===== config.mk =====
export PLATFORM = sky130hd
export DESIGN_NAME = frame_timing_monitor
export DESIGN_NICKNAME = d
export VERILOG_FILES = /design/src/rtl/frame_timing_pkg.sv /design/src/rtl/pulse_edge_detect.sv /design/src/rtl/frame_timing_monitor.sv
export SDC_FILE = /design/constraint.sdc
export NUM_CORES = 1
export LEC_CHECK = 0
export CAP_MARGIN = 20
export CORE_MARGIN = 1
export CORE_UTILIZATION = 40
export CTS_BUF_LIST = sky130_fd_sc_hd__clkbuf_16
export DETAILED_ROUTE_END_ITERATION = 12
export PLACE_DENSITY = 0.6
export SETUP_SLACK_MARGIN = 0.05
export SYNTH_ARGS = -nofsm -noshare
export SYNTH_HDL_FRONTEND = slang
export SYNTH_SLANG_ARGS = --single-unit

===== constraint.sdc =====
create_clock -name clk -period 4.45 [get_ports clk]
set_clock_uncertainty 0.1 [all_clocks]
set_input_delay 0.89 -clock clk [delete_from_list [all_inputs] [get_ports clk]]
set_output_delay 0.89 -clock clk [all_outputs]
set_load 0.05 [all_outputs]

===== src/rtl/frame_timing_pkg.sv =====
// Shared types and default widths for the frame timing monitor.
//   state_e        : monitor FSM states
//   DEF_CNT_W      : default cycle-counter width
//   DEF_PRI_CNT_W  : default PRI-per-frame counter width
//   FRAME_COUNT_W  : width of the completed-frame counter
package frame_timing_pkg;

  typedef enum logic {
    ST_IDLE,
    ST_IN_FRAME
  } state_e;

  localparam int unsigned DEF_CNT_W     = 32;
  localparam int unsigned DEF_PRI_CNT_W = 16;
  localparam int unsigned FRAME_COUNT_W = 16;

endpackage


===== src/rtl/pulse_edge_detect.sv =====
// Single-bit rising-edge detector.
//   clk    : system clock
//   reset  : asynchronous active-low reset
//   sig_in : level input
//   rise   : high while sig_in is 1 and was 0 at the previous edge
// The history register resets to 1, so an input already high when reset
// releases does not produce a spurious event.
module pulse_edge_detect (
  input  logic clk,
  input  logic reset,
  input  logic sig_in,
  output logic rise
);

  logic hist_q;
  logic hist_d;

  always_comb hist_d = sig_in;

  always_ff @(posedge clk or negedge reset) begin
    if (!reset) hist_q <= 1'b1;
    else        hist_q <= hist_d;
  end

  assign rise = sig_in & ~hist_q;

endmodule


===== src/rtl/frame_timing_monitor.sv =====
// Receive-side checker for the radar frame timing generator.
// Inputs : clk, reset (async active-low), start_of_frame,
//          pulse_repetition_interval, end_of_frame, clear_errors
// Outputs: frame_done (1-cycle pulse), frame_ok, pri_count, last_pri_period,
//          frame_length, frame_count, sticky err_period/err_count/err_sequence
module frame_timing_monitor
  import frame_timing_pkg::*;
#(
  parameter int unsigned CNT_W              = DEF_CNT_W,
  parameter int unsigned PRI_CNT_W          = DEF_PRI_CNT_W,
  parameter int unsigned EXP_PRI_PERIOD     = 1000,
  parameter int unsigned PERIOD_TOL         = 0,
  parameter int unsigned EXP_PRIS_PER_FRAME = 10
) (
  input  logic                     clk,
  input  logic                     reset,
  input  logic                     start_of_frame,
  input  logic                     pulse_repetition_interval,
  input  logic                     end_of_frame,
  input  logic                     clear_errors,
  output logic                     frame_done,
  output logic                     frame_ok,
  output logic [PRI_CNT_W-1:0]     pri_count,
  output logic [CNT_W-1:0]         last_pri_period,
  output logic [CNT_W-1:0]         frame_length,
  output logic [FRAME_COUNT_W-1:0] frame_count,
  output logic                     err_period,
  output logic                     err_count,
  output logic                     err_sequence
);

  localparam logic [CNT_W:0]       EXP_PERIOD_X = (CNT_W+1)'(EXP_PRI_PERIOD);
  localparam logic [CNT_W:0]       TOL_X        = (CNT_W+1)'(PERIOD_TOL);
  localparam logic [PRI_CNT_W-1:0] EXP_CNT      = PRI_CNT_W'(EXP_PRIS_PER_FRAME);

  logic sof_ev, pri_ev, eof_ev;

  pulse_edge_detect u_sof_det (.clk(clk), .reset(reset), .sig_in(start_of_frame),            .rise(sof_ev));
  pulse_edge_detect u_pri_det (.clk(clk), .reset(reset), .sig_in(pulse_repetition_interval), .rise(pri_ev));
  pulse_edge_detect u_eof_det (.clk(clk), .reset(reset), .sig_in(end_of_frame),              .rise(eof_ev));

  state_e                   state_q, state_d;
  logic [CNT_W-1:0]         frame_cyc_q, frame_cyc_d;
  logic [CNT_W-1:0]         pri_timer_q, pri_timer_d;
  logic [PRI_CNT_W-1:0]     cur_pri_q, cur_pri_d;
  logic                     first_pri_q, first_pri_d;
  logic                     frame_err_q, frame_err_d;
  logic                     frame_done_q, frame_done_d;
  logic                     frame_ok_q, frame_ok_d;
  logic [PRI_CNT_W-1:0]     pri_count_q, pri_count_d;
  logic [CNT_W-1:0]         last_pri_period_q, last_pri_period_d;
  logic [CNT_W-1:0]         frame_length_q, frame_length_d;
  logic [FRAME_COUNT_W-1:0] frame_count_q, frame_count_d;
  logic                     err_period_q, err_period_d;
  logic                     err_count_q, err_count_d;
  logic                     err_sequence_q, err_sequence_d;

  logic [CNT_W-1:0]     frame_cyc_inc, pri_period;
  logic [PRI_CNT_W-1:0] cur_pri_inc;
  logic [CNT_W:0]       period_ext, period_dev;
  logic                 period_out_of_tol;

  assign frame_cyc_inc = (&frame_cyc_q) ? frame_cyc_q : frame_cyc_q + CNT_W'(1);
  assign pri_period    = (&pri_timer_q) ? pri_timer_q : pri_timer_q + CNT_W'(1);
  assign cur_pri_inc   = (&cur_pri_q)   ? cur_pri_q   : cur_pri_q + PRI_CNT_W'(1);

  // One extra bit so the absolute deviation never wraps.
  assign period_ext        = {1'b0, pri_period};
  assign period_dev        = (period_ext >= EXP_PERIOD_X) ? period_ext - EXP_PERIOD_X
                                                          : EXP_PERIOD_X - period_ext;
  assign period_out_of_tol = period_dev > TOL_X;

  logic pri_old, open_frame, period_bad, count_bad;
  logic set_period, set_count, set_seq;
  logic [PRI_CNT_W-1:0] close_pri;

  always_comb begin
    state_d           = state_q;
    frame_cyc_d       = frame_cyc_q;
    pri_timer_d       = pri_timer_q;
    cur_pri_d         = cur_pri_q;
    first_pri_d       = first_pri_q;
    frame_err_d       = frame_err_q;
    frame_done_d      = 1'b0;
    frame_ok_d        = frame_ok_q;
    pri_count_d       = pri_count_q;
    last_pri_period_d = last_pri_period_q;
    frame_length_d    = frame_length_q;
    frame_count_d     = frame_count_q;
    pri_old           = 1'b0;
    open_frame        = 1'b0;
    period_bad        = 1'b0;
    count_bad         = 1'b0;
    close_pri         = cur_pri_q;
    set_period        = 1'b0;
    set_count         = 1'b0;
    set_seq           = 1'b0;

    case (state_q)
      ST_IDLE: begin
        if ((pri_ev && !sof_ev) || eof_ev) set_seq = 1'b1;
        if (sof_ev) open_frame = 1'b1;
      end
      ST_IN_FRAME: begin
        // A PRI belongs to the running frame unless a lone SOF restarts it
        // on the same edge; with SOF+EOF the closing frame takes the PRI.
        pri_old     = pri_ev && (!sof_ev || eof_ev);
        frame_cyc_d = frame_cyc_inc;
        pri_timer_d = pri_period;
        if (pri_old) begin
          cur_pri_d   = cur_pri_inc;
          close_pri   = cur_pri_inc;
          pri_timer_d = '0;
          first_pri_d = 1'b0;
          if (!first_pri_q) begin
            last_pri_period_d = pri_period;
            if (period_out_of_tol) begin
              period_bad  = 1'b1;
              set_period  = 1'b1;
              frame_err_d = 1'b1;
            end
          end
        end
        if (eof_ev) begin
          count_bad      = (close_pri != EXP_CNT);
          frame_length_d = frame_cyc_inc;
          pri_count_d    = close_pri;
          frame_done_d   = 1'b1;
          frame_count_d  = frame_count_q + FRAME_COUNT_W'(1);
          frame_ok_d     = !(frame_err_q || period_bad) && !count_bad;
          set_count      = count_bad;
          state_d        = ST_IDLE;
        end else if (sof_ev) begin
          set_seq = 1'b1;
        end
        if (sof_ev) open_frame = 1'b1;
      end
      default: state_d = ST_IDLE;
    endcase

    if (open_frame) begin
      state_d     = ST_IN_FRAME;
      frame_cyc_d = '0;
      pri_timer_d = '0;
      frame_err_d = 1'b0;
      if (pri_ev && !pri_old) begin
        cur_pri_d   = PRI_CNT_W'(1);
        first_pri_d = 1'b0;
      end else begin
        cur_pri_d   = '0;
        first_pri_d = 1'b1;
      end
    end
  end

  // Set takes priority over a same-edge clear.
  assign err_period_d   = set_period | (err_period_q   & ~clear_errors);
  assign err_count_d    = set_count  | (err_count_q    & ~clear_errors);
  assign err_sequence_d = set_seq    | (err_sequence_q & ~clear_errors);

  always_ff @(posedge clk or negedge reset) begin
    if (!reset) begin
      state_q           <= ST_IDLE;
      frame_cyc_q       <= '0;
      pri_timer_q       <= '0;
      cur_pri_q         <= '0;
      first_pri_q       <= 1'b0;
      frame_err_q       <= 1'b0;
      frame_done_q      <= 1'b0;
      frame_ok_q        <= 1'b0;
      pri_count_q       <= '0;
      last_pri_period_q <= '0;
      frame_length_q    <= '0;
      frame_count_q     <= '0;
      err_period_q      <= 1'b0;
      err_count_q       <= 1'b0;
      err_sequence_q    <= 1'b0;
    end else begin
      state_q           <= state_d;
      frame_cyc_q       <= frame_cyc_d;
      pri_timer_q       <= pri_timer_d;
      cur_pri_q         <= cur_pri_d;
      first_pri_q       <= first_pri_d;
      frame_err_q       <= frame_err_d;
      frame_done_q      <= frame_done_d;
      frame_ok_q        <= frame_ok_d;
      pri_count_q       <= pri_count_d;
      last_pri_period_q <= last_pri_period_d;
      frame_length_q    <= frame_length_d;
      frame_count_q     <= frame_count_d;
      err_period_q      <= err_period_d;
      err_count_q       <= err_count_d;
      err_sequence_q    <= err_sequence_d;
    end
  end

  assign frame_done      = frame_done_q;
  assign frame_ok        = frame_ok_q;
  assign pri_count       = pri_count_q;
  assign last_pri_period = last_pri_period_q;
  assign frame_length    = frame_length_q;
  assign frame_count     = frame_count_q;
  assign err_period      = err_period_q;
  assign err_count       = err_count_q;
  assign err_sequence    = err_sequence_q;

endmodule

=== Yosys cells after proc, flatten, opt, wreduce, memory -nomap -nowiden ===
Index checks and enable logic that the tools add are counted.

* Register bits after elaboration: 187
* Latch bits: 0
* RAM bits: 0
* Bits in read-only memories: 0
* Input port bits: 6
* Output and inout bits: 101
* Logic and storage cells: 103
* Memories kept: 0

* Add/sub/neg operators: 6
* Multipliers: 0
* Divide/modulo/power cells: 0
* Order comparisons: 2
* Equal/unequal tests: 2
* Shift-type cells: 0
* Multiplexer cells: 39
* Bitwise operators: 15
* Reductions and logical operators: 21

{| class="wikitable"
|+ Operators by type and width
! cell !! number
|-
| 32-bit 2-to-1 mux || 7
|-
| 32-bit by 1-bit adder with 32-bit output, second input constant || 2
|-
| 16-bit 2-to-1 mux || 4
|-
| 32-bit AND reduction || 2
|-
| 33-bit by 1-bit > comparator with 1-bit output, second input constant || 1
|-
| 33-bit 2-to-1 mux || 1
|-
| 10-bit by 32-bit subtractor with 33-bit output, first input constant || 1
|-
| 32-bit by 10-bit subtractor with 33-bit output, second input constant || 1
|-
| 16-bit by 1-bit adder with 16-bit output, second input constant || 2
|-
| 32-bit by 10-bit >= comparator with 1-bit output, second input constant || 1
|-
| 1-bit 2-to-1 mux || 26
|-
| 16-bit by 4-bit inequality test with 1-bit output, second input constant || 1
|-
| 16-bit AND reduction || 1
|-
| 1-bit AND || 6
|-
| 1-bit NOT || 6
|-
| 2-bit nonzero test || 3
|-
| 1-bit logical AND || 4
|-
| 1-bit logical NOT || 4
|-
| 2-bit AND reduction || 2
|-
| 4-bit AND reduction || 1
|-
| 1-bit logical OR || 3
|-
| 1-bit bitwise OR || 3
|-
| 3-bit AND reduction || 1
|-
| 2-bit by 1-bit inequality test with 1-bit output, second input constant || 1
|-
| 1-bit case mux with 2 select lines || 1
|}

=== Longest topological paths before layout ===
Gate-level depths: netlist (run 1).

* Depth after elaboration: 12
* Gate-level depth with buffers: 19
* Depth with buffers taken out: 16

=== Cells and area by module ===
From an unflattened synthesis (run 1), not the netlist that was laid out.

* Cell total of the unflattened synthesis: 1206
* Area, all modules: 10772.8 um^2

{| class="wikitable"
|+ Modules (own cells, without submodules)
! module !! instances !! cells an instance !! area each (um^2) !! seq. area each (um^2)
|-
| frame_timing_monitor || 1 || 1200 || 10652.7 || 4604.4
|-
| pulse_edge_detect || 3 || 2 || 40.0 || 26.3
|}

=== Least setup slack after synthesis (run 1) ===
OpenSTA, ideal clock, no wires.

* Path kind: flip-flop to flip-flop
* Start: reg pri_timer_q[0]
* End: reg err_period_q (netlist: err_period)
* Setup time: 0.121 ns
* Arrival time: 3.805 ns
* Data required time: 4.229 ns
* Path slack: 0.424 ns
* Cell stages (with the launch flop): 20
* Buffers on the path: 3
* Period minus slack after synthesis: 4.026 ns
* Cells stage by stage: dfrtp_1 ha_1 clkbuf_1 and4_1 nand4_1 nor3_1 buf_2 nor2_1 xnor2_2 inv_2 ha_1 or2_2 and3_4 buf_6 a211oi_1 a31o_2 xor2_1 nor3b_2 nand4_1 a22o_1

* Cells in the longest elaborated chain, start to end: 10
* Elaborated cells between the ends (all ways): 13
* Classes of those cells: 3 x add/sub; 2 x order compare; 6 x mux; 1 x bitwise; 1 x reduce/logical

{| class="wikitable"
|+ RTL lines
! element !! RTL line !! source
|-
| start, declared || frame_timing_monitor.sv:44 || <nowiki>logic [CNT_W-1:0] pri_timer_q, pri_timer_d;</nowiki>
|-
| start signal, assigned || frame_timing_monitor.sv:181 || <nowiki>pri_timer_q <= pri_timer_d;</nowiki>
|-
| 32-bit by 1-bit adder with 32-bit output or 32-bit AND reduction (tied branches) || frame_timing_monitor.sv:64 || <nowiki>assign pri_period = (&pri_timer_q) ? pri_timer_q : pri_timer_q + CNT_W'(1);</nowiki>
|-
| 32-bit 2-to-1 mux * || frame_timing_monitor.sv:64 ||
|-
| named net pri_period[3] || frame_timing_monitor.sv:58 || <nowiki>logic [CNT_W-1:0] frame_cyc_inc, pri_period;</nowiki>
|-
| 10-bit by 32-bit subtractor with 33-bit output (tied with other cells) || frame_timing_monitor.sv:70 || <nowiki>: EXP_PERIOD_X - period_ext;</nowiki>
|-
| 33-bit 2-to-1 mux * || frame_timing_monitor.sv:69 || <nowiki>assign period_dev = (period_ext >= EXP_PERIOD_X) ? period_ext - EXP_PERIOD_X</nowiki>
|-
| 33-bit by 1-bit > comparator with 1-bit output * || frame_timing_monitor.sv:71 || <nowiki>assign period_out_of_tol = period_dev > TOL_X;</nowiki>
|-
| 1-bit 2-to-1 mux * || frame_timing_monitor.sv:117 || <nowiki>if (period_out_of_tol) begin</nowiki>
|-
| 1-bit 2-to-1 mux * || frame_timing_monitor.sv:115 || <nowiki>if (!first_pri_q) begin</nowiki>
|-
| 1-bit 2-to-1 mux * || frame_timing_monitor.sv:110 || <nowiki>if (pri_old) begin</nowiki>
|-
| 1-bit 2-to-1 mux * || frame_timing_monitor.sv:99 || <nowiki>case (state_q)</nowiki>
|-
| 1-bit bitwise OR * || frame_timing_monitor.sv:157 || <nowiki>assign err_period_d = set_period | (err_period_q & ~clear_errors);</nowiki>
|-
| named net err_period_d || frame_timing_monitor.sv:54 || <nowiki>logic err_period_q, err_period_d;</nowiki>
|-
| end signal, assigned || frame_timing_monitor.sv:191 || <nowiki>err_period_q <= err_period_d;</nowiki>
|-
| end, declared || frame_timing_monitor.sv:54 ||
|}

The timed path passes the listed nets; every way through them passes the cells marked *.
A chain may end at the register's enable or synchronous reset.

=== Worst setup path after layout (run 1) ===
* Start: reg pri_timer_q[1]
* End: reg err_period_q (netlist: err_period)

Same word-level chain as after synthesis.

==> results of run 1 <==
[worst max-delay path, cell delays in order (launching register included)]
cell,delay (ns)
dfrtp_1,0.46
ha_2,0.34
and4_1,0.25
nand4_1,0.19
nor3_1,0.32
nor2_1,0.13
xnor2_2,0.20
inv_2,0.12
ha_1,0.22
or2_2,0.34
and3_4,0.20
a211oi_1,0.25
a31o_2,0.14
xor2_1,0.14
nor3b_2,0.18
nand4_1,0.17
a22o_1,0.23
[area by class of cell]
class | count | share of cell area (%)
clock inverter | 13 | 1.116
timing repair buffer | 161 | 11.67
clock buffer | 17 | 3.358
multi-input combinational | 913 | 43.14
sequential | 187 | 36.99
inverter | 16 | 0.4741
tap | 330 | 3.260
[state kept, by name, indices dropped and copies added, names as in the netlist, 16 cells and up]
signal / count
cur_pri_q: 16
frame_count: 16
frame_cyc_q: 32
frame_length: 32
last_pri_period: 32
pri_count: 16
pri_timer_q: 32
[synth_stat cells (3+ instances only)]
cell | count | share of area [%]
nand2_1 | 193 | 6.9
dfrtp_1 | 184 | 44
o21ai_0 | 122 | 5.8
nor2_1 | 110 | 3.9
xnor2_1 | 63 | 5.3
xor2_1 | 63 | 5.3
clkbuf_1 | 54 | 1.9
nand3_1 | 52 | 2.5
nand4_1 | 39 | 2.3
a21oi_1 | 32 | 1.5
nor3_1 | 24 | 1.1
and3_1 | 21 | 1.3
buf_2 | 14 | 0.67
inv_1 | 14 | 0.50
nor4_1 | 14 | 0.83
and4_1 | 13 | 1.1
a31oi_1 | 12 | 0.72
and2_1 | 12 | 0.72
or3_1 | 12 | 0.72
mux2i_1 | 11 | 1.0
nand2b_1 | 8 | 0.48
ha_1 | 7 | 0.83
mux2_2 | 7 | 0.75
nor2b_1 | 6 | 0.36
o31ai_1 | 6 | 0.43
a211oi_1 | 5 | 0.36
a22o_1 | 5 | 0.42
a311oi_1 | 5 | 0.42
o211ai_1 | 5 | 0.36
a2111oi_0 | 4 | 0.33
nor4_2 | 4 | 0.48
nor4b_1 | 4 | 0.33
or4_1 | 4 | 0.29
clkbuf_2 | 3 | 0.14
dfstp_2 | 3 | 0.75
o22ai_1 | 3 | 0.18
[what timing repair did]
action | CTS | global route
endpoints found under the setup margin | 0 | 3
setup buffers | 0 | 4
resized for setup | 0 | 9
[power groups by stage]
| stage | clock (mW) | combinational, mW | sequential (mW) |
|---|---|---|---|
| 2_1_floorplan | 0 | 0.229 | 2.07 |
| 3_3_place_gp | 0 | 0.638 | 1.91 |
| 3_5_place_dp | 0 | 0.641 | 1.91 |
| 4_1_cts | 1.57 | 0.643 | 1.88 |
| 5_1_grt | 1.64 | 0.688 | 1.90 |
| 6_report | 1.53 | 0.637 | 1.88 |
[metrics by stage]
stage | power [mW] | setup WS, ns
final | 4.048 | 0.3276
after floorplan | 2.303 | 0.4237
after CTS | 4.093 | 0.05399
after detailed placement | 2.554 | 0.07404
after global routing | 4.224 | 0.06877
after global placement | 2.548 | 0.1671
[routing by layer]
layer	track usage (%)	vias to the layer above	routed length, um	share of wire, %
met5	0	-	0	0
met4	7.029	0	511	1.8
met3	3.384	34	1569	5.5
met2	32.82	279	12330	43
met1	33.73	4242	14280	50
li1	-	4386	-	-
[final timing paths]
kind                               endpoint  cells after the start       startpoint
setup reg to reg                 err_period                     16   pri_timer_q[1]
max in group asynchronous  u_sof_det.hist_q                      2            reset
hold reg to reg             frame_count[15]                      1  frame_count[15]
setup / recovery                 err_period                     16   pri_timer_q[1]
hold / removal              frame_count[15]                      1  frame_count[15]
min in group asynchronous   frame_count[15]                      1            reset
[cell families after synthesis]
logic type / after synthesis / share of synthesized area (%)
AOI/OAI and AO/OA: 222 / 12.59
muxes: 18 / 1.800
xor gates and xnor gates: 127 / 10.67
DFF: 187 / 44.61
buffers and inverters: 93 / 3.742
and+or+nand+nor: 539 / 25.76
adders and majority gates: 7 / 0.8343
==> out/qor.yml, run 1 <==
outcome:
  status: "complete, no violations"
floorplan:
  core.rowCount: 58
  fp.dieArea_mm2: 0.02690
  die_h_um: 164
  io_pins: 107
  start_util_pct: 41.21
  core_area_mm2: 0.02547
  die_w_um: 164
final_layout:
  mostFrequentLayoutCell: "nand2_1"
  antenna_cells: 0
  n_fill_cell: 2368
  multiInputGateArea_mm2: 0.005464
  area_growth_pct: 20.67
  register_area_mm2: 0.004686
  nets: 1309
  layout.cells.non_filler: 1637
  final_util_pct: 49.73
  layout_common_cells: "nand2_1, dfrtp_1, o21ai_0, nor2_1, clkdlybuf4s50_1"
  drive_gt1_share_pct: 9.793
  final_cell_area_mm2: 0.01267
power_and_ir_drop:
  combPwrFrac_pct: 15.7
  p_leak_nw: 5.183
  vdd_ir_drop_max_mv: 0.2874
  p_switching_mw: 1.234
  intPower_mw: 2.814
  seq_power_share_pct: 46.5
  pwr-share-clk_pct: 37.8
  swShare_pct: 30.48
  powerDensity_mw_per_mm2: 319.5
grt:
  grt.overflow.total: 0
  grt_usage_pct: 22.43
  grt_max_degree: 109
  grt_pass1_wl_um: 47040
  antenna_found_initial: 0
  grt_pass1_vias: 8533
placement:
  port_buffers: 106
  gp_congestion: 0.9531
  dp.cells: 1603
  dp_hpwl_um: 20350
  placed_cell_area_mm2: 0.01204
sta:
  setup_violations: 0
  maxSlewViolCount: 0
  tns_ns: 0
  hold_viol_final: 0
  hold-worst-slack_ns: 0.3694
  fin_crit_ns: 4.122
  finalCritPeriodShare_pct: 92.64
  fmax_ghz: 0.2426
  rsz0062_at_grt: "no"
  slew_headroom_pct: 41.52
  worst_pin_slew_ns: 0.8772
drt:
  totalWireLength_um: 28680
  drt_iter0_drc: 751
  post_drt_wl_per_cell_um: 17.52
  drc: 0
  viasPerCell: 5.462
  ant_nets: 0
  num_vias: 8941
  dr.pass1.iters: 5
clock_tree:
  cts_root_buf: "clkbuf_16"
  clkSlewWorstSetupHoldPaths_ns: 0.07
  cts_buffers: 17
  htree_levels: 4
  cts_buffer_depth: 2
  cts_tree: "yes"
  worstSkewPairLatency_ns: 0.44
  cts_hold_buf: 0
  cts.sinks: 187
synth:
  synth-edff-count: 0
  synth_top_flop_cell: "dfrtp_1"
  yosysSeqAreaShare_pct: 44.61
  ys_ff_latch: 187
  synthCells: 1193
  syn-num-nets: 1206
  async_reset_ff_share_pct: 100.0
  synthDistinctLibCells: 82
  avgSynthCellArea_um2: 8.799
  synthesis.area_mm2: 0.01050
  yosysWarningCount: 0
run:
  max_cap_violations: 0
worst_setup_path:
  worstPathMaxFanout: 10
  regToRegSetupSlack_ns: 0.33
  critPathKind: "register to register"
  crit_required_ns: 4.68
  cp-start-kind: "register"
  arrival_ns: 4.35
  cp-end-kind: "register"
min_path:
  min_path_type: "register to register"
Power figures use the tool's default switching activity.
==> run 2: changes to the inputs <==
--- a/config.mk
+++ b/config.mk
@@ -10,7 +10,7 @@
 export CORE_UTILIZATION = 40
 export CTS_BUF_LIST = sky130_fd_sc_hd__clkbuf_16
 export DETAILED_ROUTE_END_ITERATION = 12
-export PLACE_DENSITY = 0.6
+export PLACE_DENSITY = 0.72
 export SETUP_SLACK_MARGIN = 0.05
 export SYNTH_ARGS = -nofsm -noshare
 export SYNTH_HDL_FRONTEND = slang
==> run 2 against run 1 <==
  * Fmax decreased by 1.7%
  * Worst setup slack got worse by 0.073 ns
  * Combinational power is 2% lower
  * Total power is 2.0% higher
  * Register-to-register slack lost 0.07 ns
  * Worst hold slack improved by 0.00080 ns
  * Count of clock-buffer cells in the layout unchanged
==> out/qor.yml, run 2 (synthesized netlist as in run 1, its figures left out) <==
outcome:
  status: "complete, no violations"
drt:
  dr.pass1.iters: 6  # +1
  ant_nets: 0  # unchanged
  drc: 0  # unchanged
  post_drt_wl_per_cell_um: 17.04  # -2.8%
  drt_iter0_drc: 751  # unchanged
  viasPerCell: 5.525  # +1.2%
  num_vias: 8978  # +0.41%
  totalWireLength_um: 27680  # -3.5%
worst_setup_path:
  regToRegSetupSlack_ns: 0.25  # -0.07 ns
  r2r_end: "err_period"
  reg2reg_from: "pri_timer_q[4]"
  arrival_ns: 4.43  # +0.08 ns
  cp-end-kind: "register"
  cp-start-kind: "register"
  r2r_cells: 12  # -4
  crit_required_ns: 4.68  # about the same
  worstPathMaxFanout: 9  # -1
  critPathKind: "register to register"
floorplan:
  core.rowCount: 58  # unchanged
  die_h_um: 164  # unchanged
  die_w_um: 164  # unchanged
  core_area_mm2: 0.02547  # unchanged
  io_pins: 107  # unchanged
  fp.dieArea_mm2: 0.02690  # unchanged
  start_util_pct: 41.21  # unchanged
clock_tree:
  cts_root_buf: "clkbuf_16"
  cts_tree: "yes"
  cts_buffer_depth: 2  # unchanged
  cts_hold_buf: 0  # unchanged
  ctsResizeCount: 0  # unchanged
  post-cts-setup-buffer-count: 0  # unchanged
  htree_levels: 4  # unchanged
  cts_buffers: 17  # unchanged
  worstSkewPairLatency_ns: 0.45  # about the same
  clkSlewWorstSetupHoldPaths_ns: 0.08  # about the same
  cts.sinks: 187  # unchanged
grt:
  grt_pass1_wl_um: 45180  # -3.9%
  grt.overflow.total: 0  # unchanged
  grt_pass1_vias: 8455  # -0.91%
  antenna_found_initial: 0  # unchanged
  grt_usage_pct: 21.39  # -1.0 points
  grt_max_degree: 102  # -6.4%
min_path:
  hold_end: "pri_count[14]"
  whs_path_depth: 2  # +1
  min-delay-start: "pri_count[14]"
  min_path_type: "register to register"
sta:
  finalCritPeriodShare_pct: 94.27  # +1.6 points
  setup_violations: 0  # unchanged
  fin_crit_ns: 4.195  # +0.07274 ns
  slew_headroom_pct: 46.90  # +5.4 points
  tns_ns: 0  # unchanged
  rsz0062_at_grt: "no"
  worst_pin_slew_ns: 0.7964  # -0.08080 ns
  fmax_ghz: 0.2384  # -1.7%
  maxSlewViolCount: 0  # unchanged
  hold_viol_final: 0  # unchanged
final_layout:
  nets: 1295  # -1.1%
  final_util_pct: 49.53  # -0.20 points
  antenna_cells: 0  # unchanged
  area_growth_pct: 20.19
  drive_gt1_share_pct: 8.880  # -0.91 points
  mostFrequentLayoutCell: "nand2_1"
  layout_common_cells: "nand2_1, dfrtp_1, o21ai_0, nor2_1, clkdlybuf4s50_1"
  layout.cells.non_filler: 1625  # -0.73%
  n_fill_cell: 2385  # +0.72%
placement:
  dp_hpwl_um: 19860  # -2.4%
  gp_congestion: 0.9605  # +0.78%
  dp.cells: 1593  # -0.62%
  port_buffers: 106  # unchanged
power_and_ir_drop:
  p_leak_nw: 5.129  # -1.0%
  vdd_ir_drop_max_mv: 0.3641  # +27%
  powerDensity_mw_per_mm2: 327.4  # +2.4%
  total_power_mw: 4.130  # +2.0%
run:
  max_cap_violations: 0  # unchanged
==> run 2: cell count changes in the layout (fill, tap and decap cells not counted), sizes merged <==
cell    previous run  this run
bufinv             2         0
clkinv             8         7
buf               55        41
inv               19        24
==> run 2: how the worst max path moves through the flow <==
stage	endpoint	cells past startpoint	slack, ns	start
3_5_place_dp	err_period	12	0.16	pri_timer_q[2]
3_3_place_gp	err_period	12	0.23	pri_timer_q[2]
4_1_cts	err_period	12	0.14	pri_timer_q[2]
5_1_grt	err_period	12	0.07	pri_timer_q[4]
2_1_floorplan	err_period	19	0.42	pri_timer_q[0]
6_report	err_period	12	0.25	pri_timer_q[4]
==> run 2: per-stage QoR <==
| step | cell area, um^2 | worst slack (ns) | hold WS [ns] |
|---|---|---|---|
| 6_report | 12620 | 0.2548 | 0.3702 |
| 5_1_grt | 12620 | 0.06720 | 0.3894 |
| 4_1_cts | 12610 | 0.1366 | 0.3762 |
| 3_5_place_dp | 11960 | 0.1589 | 0.3552 |
| 3_3_place_gp | 11960 | 0.2292 | 0.3528 |
| 2_1_floorplan | 10500 | 0.4237 | 0.3745 |
==> run 2: layer usage <==
layer,GRT usage [%],vias to the layer above,routed length (um)
met3,3.207,27,1274
met2,34.88,245,13120
li1,-,4359,-
met5,0,-,0
met1,29.67,4347,12970
met4,5.429,0,325
==> run 2: worst max-delay path: stages (launching register included) <==
cell	delay (ns)
dfrtp_1	0.50
nand3_1	0.28
or4_1	0.58
nor3_2	0.28
mux2_2	0.36
o21ai_0	0.36
nor4b_4	0.37
nand4_4	0.24
mux2i_1	0.27
nor2_1	0.06
nor3_1	0.24
nand4_1	0.19
a22o_1	0.25
==> run 2: final cells by class <==
| cell class | instances | area (um^2) | share of cell area (%) |
|---|---|---|---|
| Clock buffer | 17 | 425.4 | 3.372 |
| Clock inverter | 15 | 217.7 | 1.726 |
| Inverter | 16 | 60.06 | 0.4760 |
| Multi-Input combinational cell | 913 | 5444 | 43.15 |
| Sequential cell | 187 | 4684 | 37.13 |
| Tap cell | 330 | 412.9 | 3.273 |
| Timing Repair Buffer | 147 | 1373 | 10.88 |
==> run 2: report_power, final <==
group / internal, mW / switching [mW] / total [mW]
Sequential: 1.78 / 0.0987 / 1.88
Combinational: 0.200 / 0.425 / 0.625
Clock: 0.791 / 0.834 / 1.63
==> run 3: changes to the inputs <==
==> constraint.sdc (replaced) <==
create_clock -name clk -period 4.45 [get_ports clk]
set_clock_uncertainty 0.1 [all_clocks]
set_input_delay 0.89 -clock clk [delete_from_list [all_inputs] [get_ports clk]]
set_output_delay 0.89 -clock clk [all_outputs]
set_load 0.005 [all_outputs]
==> results of run 3 <==
Same layout as run 2 (identical final DEF). Status: complete, no violations.
Main changes from that run: total power 4.130 mW -> 3.933 mW; worst IR drop on VDD 0.3641 mV -> 0.2267 mV
